`config.mk`:
```
export PLATFORM = sky130hd
export DESIGN_NAME = rr_arb10
export DESIGN_NICKNAME = d
export VERILOG_FILES = /design/src/rtl/rr_arb10.sv
export SDC_FILE = /design/constraint.sdc
export NUM_CORES = 1
export LEC_CHECK = 0
export ABC_AREA = 1
export CAP_MARGIN = 20
export CELL_PAD_IN_SITES_DETAIL_PLACEMENT = 1
export CELL_PAD_IN_SITES_GLOBAL_PLACEMENT = 2
export CORE_UTILIZATION = 30
export CTS_BUF_LIST = sky130_fd_sc_hd__clkbuf_2
export DETAILED_ROUTE_END_ITERATION = 10
export GPL_TIMING_DRIVEN = 0
export PLACE_DENSITY = 0.76
export RECOVER_POWER = 50
export REMOVE_ABC_BUFFERS = 1
export SLEW_MARGIN = 15
export SYNTH_ARGS = -nofsm -noshare
export SYNTH_HDL_FRONTEND = slang
export SYNTH_SLANG_ARGS = --single-unit
```
`constraint.sdc`:
```
create_clock -name clk -period 4.5 [get_ports clk]
set_input_delay 0.9 -clock clk [delete_from_list [all_inputs] [get_ports clk]]
set_output_delay 0.9 -clock clk [all_outputs]
set_load 0.1 [all_outputs]
```
`src/rtl/rr_arb10.sv`:
```
// rtl/rr_arb10.sv - round-robin arbiter driving the select of a 10:1 result mux
// Registered one-hot grant and select, valid/ready toward a single consumer, optional bounded bursts.
module rr_arb10 #(
    parameter int NREQ      = 10,
    parameter int SELW      = 4,
    parameter int MAX_BURST = 1
) (
    input  logic            clk,
    input  logic            rst_n,
    input  logic [NREQ-1:0] req,
    output logic [NREQ-1:0] grant,
    output logic [SELW-1:0] sel,
    output logic            out_valid,
    input  logic            out_ready,
    output logic            beat_done
);

    localparam int CNTW = (MAX_BURST > 1) ? $clog2(MAX_BURST) : 1;
    localparam int IW   = SELW + 1;

    typedef enum logic {
        IDLE  = 1'b0,
        GRANT = 1'b1
    } state_t;

    state_t          state;
    logic [SELW-1:0] ptr;
    logic [CNTW-1:0] beat_cnt;

    logic            handshake;
    logic [SELW-1:0] rot_ptr;
    logic [SELW-1:0] search_start;
    logic            found;
    logic [SELW-1:0] win;
    logic [IW-1:0]   idx_w;
    logic [31:0]     cnt_plus_one;
    logic            burst_ok;

    assign handshake    = out_valid && out_ready;
    assign beat_done    = handshake;
    assign rot_ptr      = (sel == SELW'(NREQ - 1)) ? '0 : sel + SELW'(1);
    // In GRANT the search only matters on a handshake, where it must start past the current winner.
    assign search_start = (state == GRANT) ? rot_ptr : ptr;
    assign cnt_plus_one = 32'(beat_cnt) + 32'd1;
    assign burst_ok     = req[sel] && (cnt_plus_one < 32'(MAX_BURST));

    always_comb begin
        found = 1'b0;
        win   = '0;
        idx_w = '0;
        for (int k = 0; k < NREQ; k++) begin
            idx_w = {1'b0, search_start} + IW'(k);
            if (idx_w >= IW'(NREQ)) begin
                idx_w = idx_w - IW'(NREQ);
            end
            if (!found && req[idx_w[SELW-1:0]]) begin
                found = 1'b1;
                win   = idx_w[SELW-1:0];
            end
        end
    end

    always_ff @(posedge clk or negedge rst_n) begin
        if (!rst_n) begin
            state     <= IDLE;
            grant     <= '0;
            sel       <= '0;
            out_valid <= 1'b0;
            ptr       <= '0;
            beat_cnt  <= '0;
        end else begin
            case (state)
                IDLE: begin
                    if (found) begin
                        grant     <= {{(NREQ-1){1'b0}}, 1'b1} << win;
                        sel       <= win;
                        out_valid <= 1'b1;
                        beat_cnt  <= '0;
                        state     <= GRANT;
                    end
                end
                GRANT: begin
                    if (handshake) begin
                        if (burst_ok) begin
                            beat_cnt <= beat_cnt + CNTW'(1);
                        end else begin
                            ptr      <= rot_ptr;
                            beat_cnt <= '0;
                            if (found) begin
                                grant <= {{(NREQ-1){1'b0}}, 1'b1} << win;
                                sel   <= win;
                            end else begin
                                grant     <= '0;
                                out_valid <= 1'b0;
                                state     <= IDLE;
                            end
                        end
                    end
                end
                default: begin
                    state <= IDLE;
                end
            endcase
        end
    end

endmodule

```
---- Word level (Yosys, flattened, before mapping) ----
Cells that the tools add are included.
operators by class
  bitwise operators ....................... 2
  shift operators ......................... 1
  $lt $le $gt $ge ......................... 22
  add/sub/neg operators ................... 22
  reduce and logical (&&, ||, !) cells .... 25
  mux-type cells .......................... 76
  equal/unequal tests ..................... 5
operator list
  operator                number
  $mux W4                 25
  $lt A4 B5 Y1 const B    11
  $ge A5 B4 Y1 const B    9
  $bmux W1 S4             11
  $mux W10                4
  $sub A4 B4 Y4 const B   10
  $mux W1                 31
  $add A4 B3 Y5 const B   4
  $pmux W10 S2            1
  $logic_and A1 B1 Y1     11
  $add A4 B2 Y5 const B   2
  $add A4 B4 Y5 const B   2
  $shl A1 B4 Y10 const A  1
  $logic_not A1 Y1        9
  $ne A2 B2 Y1 const B    4
  $pmux W4 S2             1
  $pmux W1 S2             3
  $reduce_and A3 Y1       2
  $add A4 B1 Y5 const B   1
  $add A4 B1 Y4 const B   1
  $eq A4 B4 Y1 const B    1
  $ge A4 B4 Y1 const B    1
  $reduce_and A2 Y1       2
  $reduce_and A4 Y1       1
  4 further kinds         5
storage, ports and cells
  bits in registers ....................... 21
  word-level logic and storage cells ...... 159

---- Logic depth before layout (Yosys ltp) ----
  depth in word-level cells ............... 40
  gate-level depth with buffers ........... 33

---- Least setup slack after synthesis ----
Ideal clock, no wire load.
  path type ............................... reg2reg
  start ................................... reg sel[0]
  end ..................................... reg grant[0]
  stages on the path, launching flop included .. 28
  setup time .............................. 0.120 ns
  buffers on the path ..................... 1
  data arrival time ....................... 4.472 ns
  clock period less this slack ............ 4.591 ns
  slack ................................... -0.091 ns
  cell sequence ........................... dfrtp_1 > inv_1 > nor2_1 > nand2_1 > nand3_2 > nand2_4 > ha_1 > clkbuf_1 > clkinv_1 > ha_1 > nand2_1 > nand2_4 > nand2_4 > nand2_2 > nand2_1 > nand2_1 > nand3_2 > nand2_1 > nand2_1 > nand2_2 > nor2_8 > nand4_4 > nor3_4 > nand4_1 > nand3_2 > nor2_2 > nand3_1 > nand2_1
between the ends
  longest elaborated chain between the ends .. 40
  elaborated cells between the ends (all ways) .. 113
  classes of those cells .................. 20 x add/sub; 10 x order compare; 3 x eq/ne; 1 x shift; 59 x mux; 20 x reduce/logical
ends and longest elaborated chain
  element                                                                 line  RTL
  start: declaration                                                      12    output logic [SELW-1:0] sel,
  start signal: assignment                                                76    sel <= win;
  start signal: assignment                                                91    sel <= win;
  parallel branches: the longest is 40 deep, another holds $add A4 B1 Y5  --
  end signal: assignment                                                  75    grant <= {{(NREQ-1){1'b0}}, 1'b1} << win;
  end signal: assignment                                                  90    grant <= {{(NREQ-1){1'b0}}, 1'b1} << win;
  end: declaration                                                        11    output logic [NREQ-1:0] grant,
Several ways; the timed one is not identified. The select of a mux whose other input is x is not followed.
A chain may end at the register's enable or synchronous reset.

---- Final worst setup path ----
  start ................................... reg state
  end ..................................... reg grant[1]
between the ends
  longest elaborated chain between the ends .. 38
  elaborated cells between the ends (all ways) .. 109
  classes of those cells .................. 19 x add/sub; 10 x order compare; 3 x eq/ne; 1 x shift; 56 x mux; 1 x bitwise; 19 x reduce/logical
ends and longest elaborated chain
  element                                                                 line  RTL
  start: declaration                                                      26    state_t state;
  start signal: assignment                                                65    state <= IDLE;
  start signal: assignment                                                79    state <= GRANT;
  start signal: assignment                                                95    state <= IDLE;
  parallel branches: the longest is 38 deep, another holds $add A4 B1 Y5  --
Several ways; the timed one is not identified. The select of a mux whose other input is x is not followed.

==> flow_summary.yaml <==
outcome:
  status: "finished clean"
timing:
  relSlewSlack: 0.3240
  skew_ns: 0.01046
  hold_viol: 0
  max_slew.worst_pin.slew_ns: 1.003
  post-route-period-util: 0.9366
  finalSetupTns_ns: 0
  postLayoutSetupSlackWorst_ns: 0.2854
  fmax_mhz: 237.3
  finalSetupViolCount: 0
  slew_violations: 0
  min_period_ns: 4.215
global_routing:
  grt_pass1_wl_microns: 19800
  grt_usage: 0.2181
  grt_max_degree: 21
  antenna_found_initial: 0
  grt-ovfl-total: 0
  grt_pass1_vias: 3751
placement:
  place_ws_ns: -0.3413
  gp_congestion: 0.8720
  port_buffers: 28
  dp_hpwl_microns: 10260
logic_synthesis:
  synth-simple-area-share: 0.5236
  synth_seq_cells: 20
  synthAdderAreaFrac: 0.08275
  synth-xor-area-share: 0.01538
  ys_types: 42
  syn_area_per_cell_sq_um: 5.912
  synth_mux_area_frac: 0.002929
  synth-compound-area-share: 0.1197
  synth_top_family_by_area: "simple AND/OR/NAND/NOR gates"
  syn_area_sq_mm: 0.003417
  ys_seq_area_frac: 0.1465
  yosys_warnings: 0
  syn_inst: 578
worst_setup_path:
  cp_num_buf_inv: 4
  crit_arrival_ns: 4.44
  worst_ep_required_time_ns: 4.73
  path_delay_family: "simple AND/OR/NAND/NOR gates"
  setup.worst_path.class: "register to register"
  r2r_slack_ns: 0.29
  setup.worst_path.start_class: "register"
  slowest_delay_ns: 0.50
  end_kind: "register"
  cp_common_cell: "nand2_1"
  cp_slowest_cell: "dfrtp_2"
  path_max_fanout: 9
final_layout:
  utilization: 0.3798
  fill_cells: 1468
  mostFrequentLayoutCell: "nand2_1"
  antenna_cells: 0
  final_cell_mix: "nand2_1 (169), nand3_1 (82), inv_1 (76), o21ai_0 (31), nor2_1 (26)"
  finalNetCount: 661
  final_layout_size_suffix_gt1_frac: 0.1683
  syn_to_final_growth_pct: 22.08
detailed_routing:
  post_drt_via_cell_ratio: 5.114
  wl_per_cell_microns: 16.89
  drc: 0
  postRouteAntennaNets: 0
  drt_iter0_drc: 165
  drt_first_pass_iters: 4
  wl_microns: 12910
  dr_total_vias: 3907
power_and_ir_drop:
  power.density_mw_per_mm2: 83.20
  p_sw_frac: 0.3422
  switchingPower_w: 0.0001188
  p_seq_frac: 0.519
  power_frac_clock: 0.219
  p_comb_frac: 0.263
  vdd_drop_max_mv: 0.09309
  p_int_w: 0.0002283
  power_leakage_nw: 2.055
clocking:
  clockRootBuffer: "clkbuf_2"
  clock-sinks: 20
  insertion_delay_ns: 0.32
  cts_tree: "built"
  clockBufferDepth: 2
  numCtsBuffers: 3
  htreeDepth: 1
  clk_pin_slew_ns: 0.20
floorplanning:
  die-area_sq_mm: 0.01182
  core-area_sq_mm: 0.01098
  die_y_microns: 108.7
  num_rows: 38
  start_util: 0.3111
  dieWidth_microns: 108.7
  io_pins: 29
worst_hold_path:
  hp-class: "register to register"
job:
  maxCapViolations: 0
per-stage QoR:
stage / cell area [sq um] / total power (W) / hold slack (ns) / std cells
after floorplan: 3376 / 0.0002333 / 0.4495 / 572
after global placement: 3831 / 0.0002680 / 0.4644 / 740
after detailed placement: 3831 / 0.0002695 / 0.4706 / 740
after CTS: 3930 / 0.0003443 / 0.5140 / 751
after global routing: 4172 / 0.0003667 / 0.5263 / 764
final: 4172 / 0.0003471 / 0.5011 / 764
cells by family after synthesis:
kind of cell / count (synthesis)
DFF: 20
adders and majority gates: 22
buffers and inverters: 93
muxes: 1
and+or+nand+nor: 364
xor gates and xnor gates: 6
AOI/OAI and AO/OA: 72
Yosys cell counts, drive strengths merged:
| master | number | share of area |
|---|---|---|
| a211oi | 1 | 0.0022 |
| a21boi | 1 | 0.0022 |
| a21o | 1 | 0.0022 |
| a21oi | 16 | 0.023 |
| a31oi | 1 | 0.0037 |
| and2 | 1 | 0.0018 |
| buf | 5 | 0.011 |
| clkbuf | 1 | 0.0011 |
| clkinv | 2 | 0.0037 |
| dfrtp | 20 | 0.15 |
| fa | 1 | 0.0059 |
| ha | 21 | 0.077 |
| inv | 85 | 0.093 |
| mux2i | 1 | 0.0029 |
| nand2 | 198 | 0.24 |
| nand3 | 95 | 0.16 |
| nand3b | 2 | 0.0044 |
| nand4 | 24 | 0.048 |
| nor2 | 36 | 0.050 |
| nor3 | 5 | 0.011 |
| nor4 | 1 | 0.0018 |
| o211ai | 3 | 0.0066 |
| o21ai | 47 | 0.075 |
| o21bai | 1 | 0.0022 |
| o22ai | 1 | 0.0018 |
| or2 | 2 | 0.0037 |
| xnor2 | 1 | 0.0026 |
| xor2 | 5 | 0.013 |
per-layer routing:
| layer | vias to the layer above | track usage | routed length (microns) | part of all wire |
|---|---|---|---|---|
| met5 | - | 0 | 0 | 0 |
| met4 | 0 | 0.01834 | 110 | 0.0085 |
| met3 | 6 | 0.01913 | 416 | 0.032 |
| met2 | 37 | 0.3599 | 5971 | 0.46 |
| met1 | 1871 | 0.3175 | 6406 | 0.50 |
| li1 | 1993 | - | - | - |
layout make-up:
cell class | count | area (sq um) | share of cell area
clock buffers | 3 | 15.01 | 0.003599
multi-input cells | 467 | 2714 | 0.6506
well taps | 140 | 175.2 | 0.04199
inverters | 87 | 339.1 | 0.08128
repair buffers | 47 | 422.9 | 0.1014
flip-flops and latches | 20 | 505.5 | 0.1212
sequential cells by signal (all words and copies together), names as in the netlist:
signal	flops
grant	10
out_valid	1
ptr	4
state	1
sel	4
power groups by stage:
stage | sequential (W) | combinational, W | clock (W)
2_1_floorplan | 0.000183 | 0.0000501 | 0
3_3_place_gp | 0.000183 | 0.0000849 | 0
3_5_place_dp | 0.000183 | 0.0000863 | 0
4_1_cts | 0.000180 | 0.0000869 | 0.0000774
5_1_grt | 0.000180 | 0.000101 | 0.0000859
6_report | 0.000180 | 0.0000911 | 0.0000759
worst min-delay path: cells and delay by family, from the launching register on:
family | cells | cell delay [ns]
flops | 1 | 0.38
simple gates | 2 | 0.10
path summary, 6_finish.rpt:
| kind | start | endpoint | depth (start not counted) |
|---|---|---|---|
| setup / recovery | state$_DFF_PN0_ | grant[1]$_DFFE_PN0P_ | 25 |
| hold / removal | grant[2]$_DFFE_PN0P_ | grant[2]$_DFFE_PN0P_ | 2 |
| setup reg to reg | state$_DFF_PN0_ | grant[1]$_DFFE_PN0P_ | 25 |
| hold reg to reg | grant[2]$_DFFE_PN0P_ | grant[2]$_DFFE_PN0P_ | 2 |
| max in group asynchronous | rst_n | sel[2]$_DFFE_PN0P_ | 2 |
| min in group asynchronous | rst_n | grant[5]$_DFFE_PN0P_ | 1 |
repair_timing:
| action | CTS | global route |
|---|---|---|
| endpoints found under the hold margin | 0 | 0 |
| resized for setup | 7 | 37 |
| pin swaps | 2 | 10 |
| hold buffers | 0 | 0 |
| cloned | 1 | 1 |
| setup endpoints to repair | 15 | 15 |
| setup buffers | 7 | 11 |
No activity file was read; power rests on OpenSTA's default activity.
